File: config.mk
export PLATFORM = sky130hd
export DESIGN_NAME = acc_unit
export DESIGN_NICKNAME = d
export VERILOG_FILES = /design/src/rtl/acc_unit.sv
export SDC_FILE = /design/constraint.sdc
export NUM_CORES = 1
export LEC_CHECK = 0
export ABC_CLOCK_PERIOD_IN_PS = 4400
export CAP_MARGIN = 0
export CELL_PAD_IN_SITES_DETAIL_PLACEMENT = 1
export CELL_PAD_IN_SITES_GLOBAL_PLACEMENT = 2
export CORE_UTILIZATION = 31
export CTS_CLUSTER_SIZE = 8
export DETAILED_ROUTE_END_ITERATION = 8
export HOLD_SLACK_MARGIN = 0.1
export PLACE_DENSITY_LB_ADDON = 0.1
export SLEW_MARGIN = 5
export SYNTH_ARGS = -nofsm -noshare
export SYNTH_HDL_FRONTEND = slang
export SYNTH_SLANG_ARGS = --single-unit
File: constraint.sdc
create_clock -name clk -period 4.4 [get_ports clk]
set_clock_uncertainty 0.2 [all_clocks]
set_input_delay 0.88 -clock clk [delete_from_list [all_inputs] [get_ports clk]]
set_output_delay 0.88 -clock clk [all_outputs]
set_load 0.005 [all_outputs]
File: src/rtl/acc_unit.sv
// acc_unit: nibble-serial accumulator with LOAD/ADD/SUB/CLR commands and C/Z/N/V flags.
// Optional feature macro: ACC_UNIT_SUB_EN enables the SUB command (op 10);
// without it, op 10 is accepted as a no-op that still pulses out_valid.
module acc_unit #(
    parameter int WIDTH = 8
) (
    input  logic             clk,
    input  logic             rst,
    input  logic             in_valid,
    output logic             in_ready,
    input  logic [1:0]       op,
    input  logic [WIDTH-1:0] operand,
    output logic [WIDTH-1:0] acc,
    output logic             out_valid,
    output logic             flag_c,
    output logic             flag_z,
    output logic             flag_n,
    output logic             flag_v,
    output logic             busy
);
    localparam int N  = WIDTH / 4;
    localparam int CW = (N > 1) ? $clog2(N) : 1;
    localparam logic [1:0] OP_LOAD = 2'b00;
    localparam logic [1:0] OP_ADD  = 2'b01;
    localparam logic [1:0] OP_SUB  = 2'b10;
    localparam logic [1:0] OP_CLR  = 2'b11;
    typedef enum logic [1:0] {IDLE, CALC, DONE} state_e;
    state_e           state_q, state_d;
    logic [WIDTH-1:0] acc_q, acc_d;
    logic [WIDTH-1:0] opnd_q, opnd_d;
    logic [WIDTH-1:0] res_q, res_d;
    logic [CW-1:0]    cnt_q, cnt_d;
    logic             carry_q, carry_d;
    logic             fc_q, fc_d, fz_q, fz_d, fn_q, fn_d, fv_q, fv_d;
    logic [CW+1:0]    base;
    logic [4:0]       sum;
    // Current slice: the effective operand is already inverted for SUB, so one adder serves both.
    always_comb begin
        base = {cnt_q, 2'b00};
        sum  = {1'b0, acc_q[base +: 4]} + {1'b0, opnd_q[base +: 4]} + {4'b0, carry_q};
    end
    // Next-state, datapath and flag update; acc only changes on a commit.
    always_comb begin
        state_d = state_q;
        acc_d   = acc_q;
        opnd_d  = opnd_q;
        res_d   = res_q;
        cnt_d   = cnt_q;
        carry_d = carry_q;
        fc_d    = fc_q;
        fz_d    = fz_q;
        fn_d    = fn_q;
        fv_d    = fv_q;
        unique case (state_q)
            IDLE: begin
                if (in_valid) begin
                    state_d = DONE;
                    if (op == OP_LOAD) begin
                        acc_d = operand;
                        fz_d  = (operand == '0);
                        fn_d  = operand[WIDTH-1];
                        fv_d  = 1'b0;
                    end else if (op == OP_CLR) begin
                        acc_d = '0;
                        fc_d  = 1'b0;
                        fz_d  = 1'b1;
                        fn_d  = 1'b0;
                        fv_d  = 1'b0;
                    end else if (op == OP_ADD) begin
                        state_d = CALC;
                        opnd_d  = operand;
                        carry_d = 1'b0;
                        cnt_d   = '0;
                        res_d   = '0;
                    end
`ifdef ACC_UNIT_SUB_EN
                    else if (op == OP_SUB) begin
                        state_d = CALC;
                        opnd_d  = ~operand;
                        carry_d = 1'b1;
                        cnt_d   = '0;
                        res_d   = '0;
                    end
`endif
                end
            end
            CALC: begin
                res_d[base +: 4] = sum[3:0];
                carry_d          = sum[4];
                cnt_d            = cnt_q + CW'(1);
                if (cnt_q == CW'(N - 1)) begin
                    state_d = DONE;
                    acc_d   = res_d;
                    fc_d    = sum[4];
                    fz_d    = (res_d == '0);
                    fn_d    = res_d[WIDTH-1];
                    fv_d    = (acc_q[WIDTH-1] == opnd_q[WIDTH-1]) && (res_d[WIDTH-1] != acc_q[WIDTH-1]);
                end
            end
            default: state_d = IDLE;
        endcase
    end
    // State registers; reset discards any in-flight slice work.
    always_ff @(posedge clk) begin
        if (rst) begin
            state_q <= IDLE;
            acc_q   <= '0;
            opnd_q  <= '0;
            res_q   <= '0;
            cnt_q   <= '0;
            carry_q <= 1'b0;
            fc_q    <= 1'b0;
            fz_q    <= 1'b0;
            fn_q    <= 1'b0;
            fv_q    <= 1'b0;
        end else begin
            state_q <= state_d;
            acc_q   <= acc_d;
            opnd_q  <= opnd_d;
            res_q   <= res_d;
            cnt_q   <= cnt_d;
            carry_q <= carry_d;
            fc_q    <= fc_d;
            fz_q    <= fz_d;
            fn_q    <= fn_d;
            fv_q    <= fv_d;
        end
    end
    assign in_ready  = (state_q == IDLE);
    assign busy      = (state_q != IDLE);
    assign out_valid = (state_q == DONE);
    assign acc       = acc_q;
    assign flag_c    = fc_q;
    assign flag_z    = fz_q;
    assign flag_n    = fn_q;
    assign flag_v    = fv_q;
    logic unused_sub;
    assign unused_sub = (OP_SUB == 2'b10);
endmodule

==> flow_summary_export.csv <==
group,metric,value,unit
cts,cts_inserted_buffers,5,
yosys,yosysUniqueCellTypes,36,
floorplanning,coreArea,0.00520,mm²
cells_and_area,n_antenna_cell,0,
cells_and_area,share_of_layout_cells_above_drive_strength_1,7.36,%
cts,cts.repair.resized,0,
global_routing,grt_util_all_layers,19.5,%
floorplanning,die_width,76.2,µm
yosys,netlist.top_cell.by_area,"sky130_fd_sc_hd__dfxtp_1",
timing,timing_hold_violations_final,0,
power_and_ir_drop,ir_drop,0.121,mV
worst_setup_path,timing.setup.critical_path_class,"register to register",
yosys,yosys_warnings,0,
floorplanning,floorplan.initialDensity,32.8,%
timing,rsz0062_at_grt,"false",
worst_setup_path,critPathRequiredTime,4390,ps
timing,finalCritPeriodShare,76.2,%
cts,clk-insertion-delay-late,280,ps
cts,clk_path_buf_depth,2,
cts,numClockSinks,31,
timing,drv_slew,0,
detailed_routing,drt_pass1_iterations,4,
timing,timing.setup.tns,0,ps
timing,setup-violations-final,0,
yosys,postSynthNetCount,228,
worst_setup_path,worst_setup_path_start_kind,"register",
timing,max_slew_headroom,43.9,%
detailed_routing,postRouteAntennaNets,0,
outcome,status,"completed",
floorplanning,rows,26,
cts,cts_max_level,2,
yosys,syn_avg_cell_area,8.25,µm²
floorplanning,chipHeight,76.2,µm
worst_setup_path,number_of_cell_instances_on_the_worst_register_to_register_path,8,
timing,finalHoldWorstSlack,274,ps
place,port_buffers,27,
power_and_ir_drop,cellLeakagePower,0.835,nW
timing,tightestPinTransition,842,ps
detailed_routing,wl_per_cell,17.7,µm
cts,cts_post_setup_buffers_inserted,0,
place,place_area,0.00203,mm²
global_routing,globalRoute.totalOverflow,0,
cts,clk_transition_reported_paths,70,ps
floorplanning,fp.dieArea,0.00581,mm²
cells_and_area,area.sequential,621,µm²
worst_setup_path,crit_path_max_fanout,17,
worst_setup_path,timing.critical_path.to_type,"register",
place,detailed_place_hpwl,3990,µm
global_routing,antenna_found_initial,0,
cts,tritoncts,"yes",
global_routing,grt_max_degree,22,
run,max-cap-violations,0,
detailed_routing,route.detailed.drc,0,
yosys,synth_cells,207,
cells_and_area,fillerInstances,616,
detailed_routing,route.vias.total,1589,
timing,maxClockFrequency,298,MHz
yosys,yosys.area.top_type_share,36.3,%
global_routing,grt_pass1_wl,8790,µm
floorplanning,pin_count,28,
detailed_routing,wirelength,5330,µm
cts,cts-root-buf,"sky130_fd_sc_hd__clkbuf_8",
power_and_ir_drop,totalPowerFinal,0.649,mW
cells_and_area,flow.area_growth_from_synthesis,24.2,%
global_routing,grtUsageMet2,30.8,%
cells_and_area,multi_input_area,998,µm²
global_routing,globalRouteMet3Util,3.83,%
timing,fin_crit,3350,ps
yosys,synth-seq-area-share,36.3,%
cts,postCtsHoldBufs,0,
hold_path,worstHoldPathCells,2,
global_routing,grt_most_used_layer,"met2",
detailed_routing,vias_per_cell,5.28,
yosys,cell_area_synth,0.00171,mm²
yosys,synth.top_cells.by_area,"sky130_fd_sc_hd__dfxtp_1 (36%), sky130_fd_sc_hd__mux2i_1 (8.8%), sky130_fd_sc_hd__nor2_1 (7.9%)",
yosys,number_of_synthesized_register_bits,31,
place,routabilityCongestion,0.890,
global_routing,use_met1,26.3,%
cells_and_area,nNetsFinal,252,
worst_setup_path,worstPathArrival,3340,ps
global_routing,via_count_of_the_first_global_routing_pass,1644,
power_and_ir_drop,power_density,306,mW/mm²
hold_path,worstHoldPathType,"register to register",
cells_and_area,layout.cell_area.non_filler,0.00212,mm²
detailed_routing,detailedRoute.firstIterationViolations,53,
[Yosys cell counts]
cell and number:
sky130_fd_sc_hd__nand2b_1 3, sky130_fd_sc_hd__nor2_1 36, sky130_fd_sc_hd__nor3_1 6, sky130_fd_sc_hd__ha_1 6, sky130_fd_sc_hd__o21ai_0 8, sky130_fd_sc_hd__a211oi_1 8, sky130_fd_sc_hd__buf_2 2, sky130_fd_sc_hd__and3b_1 1
sky130_fd_sc_hd__inv_1 9, sky130_fd_sc_hd__nand3b_1 1, sky130_fd_sc_hd__nand3_1 5, sky130_fd_sc_hd__nand4bb_1 1, sky130_fd_sc_hd__a21o_1 2, sky130_fd_sc_hd__nand4_1 2, sky130_fd_sc_hd__mux2_2 4, sky130_fd_sc_hd__a311oi_1 2
sky130_fd_sc_hd__nor2b_1 5, sky130_fd_sc_hd__nand2_1 12, sky130_fd_sc_hd__a21oi_1 15, sky130_fd_sc_hd__dfxtp_1 31, sky130_fd_sc_hd__buf_4 1, sky130_fd_sc_hd__a311oi_2 1, sky130_fd_sc_hd__buf_1 1, sky130_fd_sc_hd__or4_1 2
sky130_fd_sc_hd__fa_1 2, sky130_fd_sc_hd__and2_4 1, sky130_fd_sc_hd__clkbuf_1 9, sky130_fd_sc_hd__or3_1 1, sky130_fd_sc_hd__mux2i_1 15, sky130_fd_sc_hd__and3_1 1, sky130_fd_sc_hd__a22oi_1 4, sky130_fd_sc_hd__or4_4 1
sky130_fd_sc_hd__nor4_1 2, sky130_fd_sc_hd__xnor2_1 1, sky130_fd_sc_hd__o211a_1 1, sky130_fd_sc_hd__a31oi_1 5
[per-stage QoR]
step	cells	util [%]	setup WS, ps
final	301	40.7	1050
after global routing	301	40.7	773
after CTS	301	40.7	1020
after detailed placement	294	39.1	1070
after global placement	294	39.1	1150
after floorplan	207	-	1050
[cell usage in the layout, fill, tap and decap left out, types with 2 or more instances in the layout]
cell type,Yosys,routed
sky130_fd_sc_hd__a31oi_1,5,5
sky130_fd_sc_hd__nand2b_1,3,3
sky130_fd_sc_hd__a21o_1,2,2
sky130_fd_sc_hd__inv_1,9,9
sky130_fd_sc_hd__fa_1,2,2
sky130_fd_sc_hd__nor4_1,2,2
sky130_fd_sc_hd__nor2b_1,5,5
sky130_fd_sc_hd__dfxtp_1,31,31
sky130_fd_sc_hd__ha_1,6,6
sky130_fd_sc_hd__a21oi_1,15,15
sky130_fd_sc_hd__a22oi_1,4,4
sky130_fd_sc_hd__or4_1,2,2
sky130_fd_sc_hd__clkbuf_8,0,6
sky130_fd_sc_hd__a211oi_1,8,8
sky130_fd_sc_hd__a311oi_1,2,2
sky130_fd_sc_hd__nor2_1,36,36
sky130_fd_sc_hd__mux2i_1,15,15
sky130_fd_sc_hd__nand3_1,5,5
sky130_fd_sc_hd__o21ai_0,8,8
sky130_fd_sc_hd__nand2_1,12,12
sky130_fd_sc_hd__mux2_2,4,4
sky130_fd_sc_hd__nor3_1,6,6
sky130_fd_sc_hd__nand4_1,2,2
sky130_fd_sc_hd__clkdlybuf4s50_1,0,27
sky130_fd_sc_hd__buf_4,1,3
[registers in the layout, indices dropped and copies added (netlist names)]
signal / flops
acc: 8
opnd_q: 8
res_q: 8
state_q: 2
carry_q: 1
cnt_q: 1
flag_c: 1
flag_v: 1
flag_z: 1
[kinds of logic after synthesis]
family,after synthesis,synth area share [%]
and+or+nand+nor,80,22.6
AOI/OAI and AO/OA,46,17.2
DFF,31,36.3
buffers and inverters,22,5.20
muxes,19,11.4
adders and majority gates,8,6.74
xor gates and xnor gates,1,0.513
[per-layer routing]
metal	part of all wire, %	routed length [µm]
met1	47	2500
met2	47	2480
met3	4.2	222
met4	2.3	121
met5	0	0
[report_power, final]
group | internal [mW] | total (mW) | switching (mW)
clock | 0.123 | 0.232 | 0.109
sequential | 0.291 | 0.303 | 0.0126
combinational | 0.0548 | 0.114 | 0.0588
[critical path, cell delays in order (launching register included)]
cell	delay, ps
sky130_fd_sc_hd__dfxtp_1	770
sky130_fd_sc_hd__mux2i_1	220
sky130_fd_sc_hd__fa_1	460
sky130_fd_sc_hd__fa_1	430
sky130_fd_sc_hd__xnor2_1	480
sky130_fd_sc_hd__nand2_1	120
sky130_fd_sc_hd__a21oi_1	230
sky130_fd_sc_hd__a31oi_1	80
sky130_fd_sc_hd__a211oi_1	250
[final timing paths]
check	endpoint	startpoint	slack, ps
min reg2reg	flag_v	flag_v	270
max	acc[2]	cnt_q	1050
min	flag_v	flag_v	270
max reg2reg	acc[2]	cnt_q	1050
[area by class of cell]
cell class                      instances  share of cell area [%]
Inverter                                9                    1.59
Multi-Input combinational cell        154                    47.1
Clock inverter                          1                   0.236
Clock buffer                            6                    3.89
Sequential cell                        31                    29.3
Tap cell                               70                    4.13
Timing Repair Buffer                   30                    13.8
No activity file was read; power rests on OpenSTA's default activity.
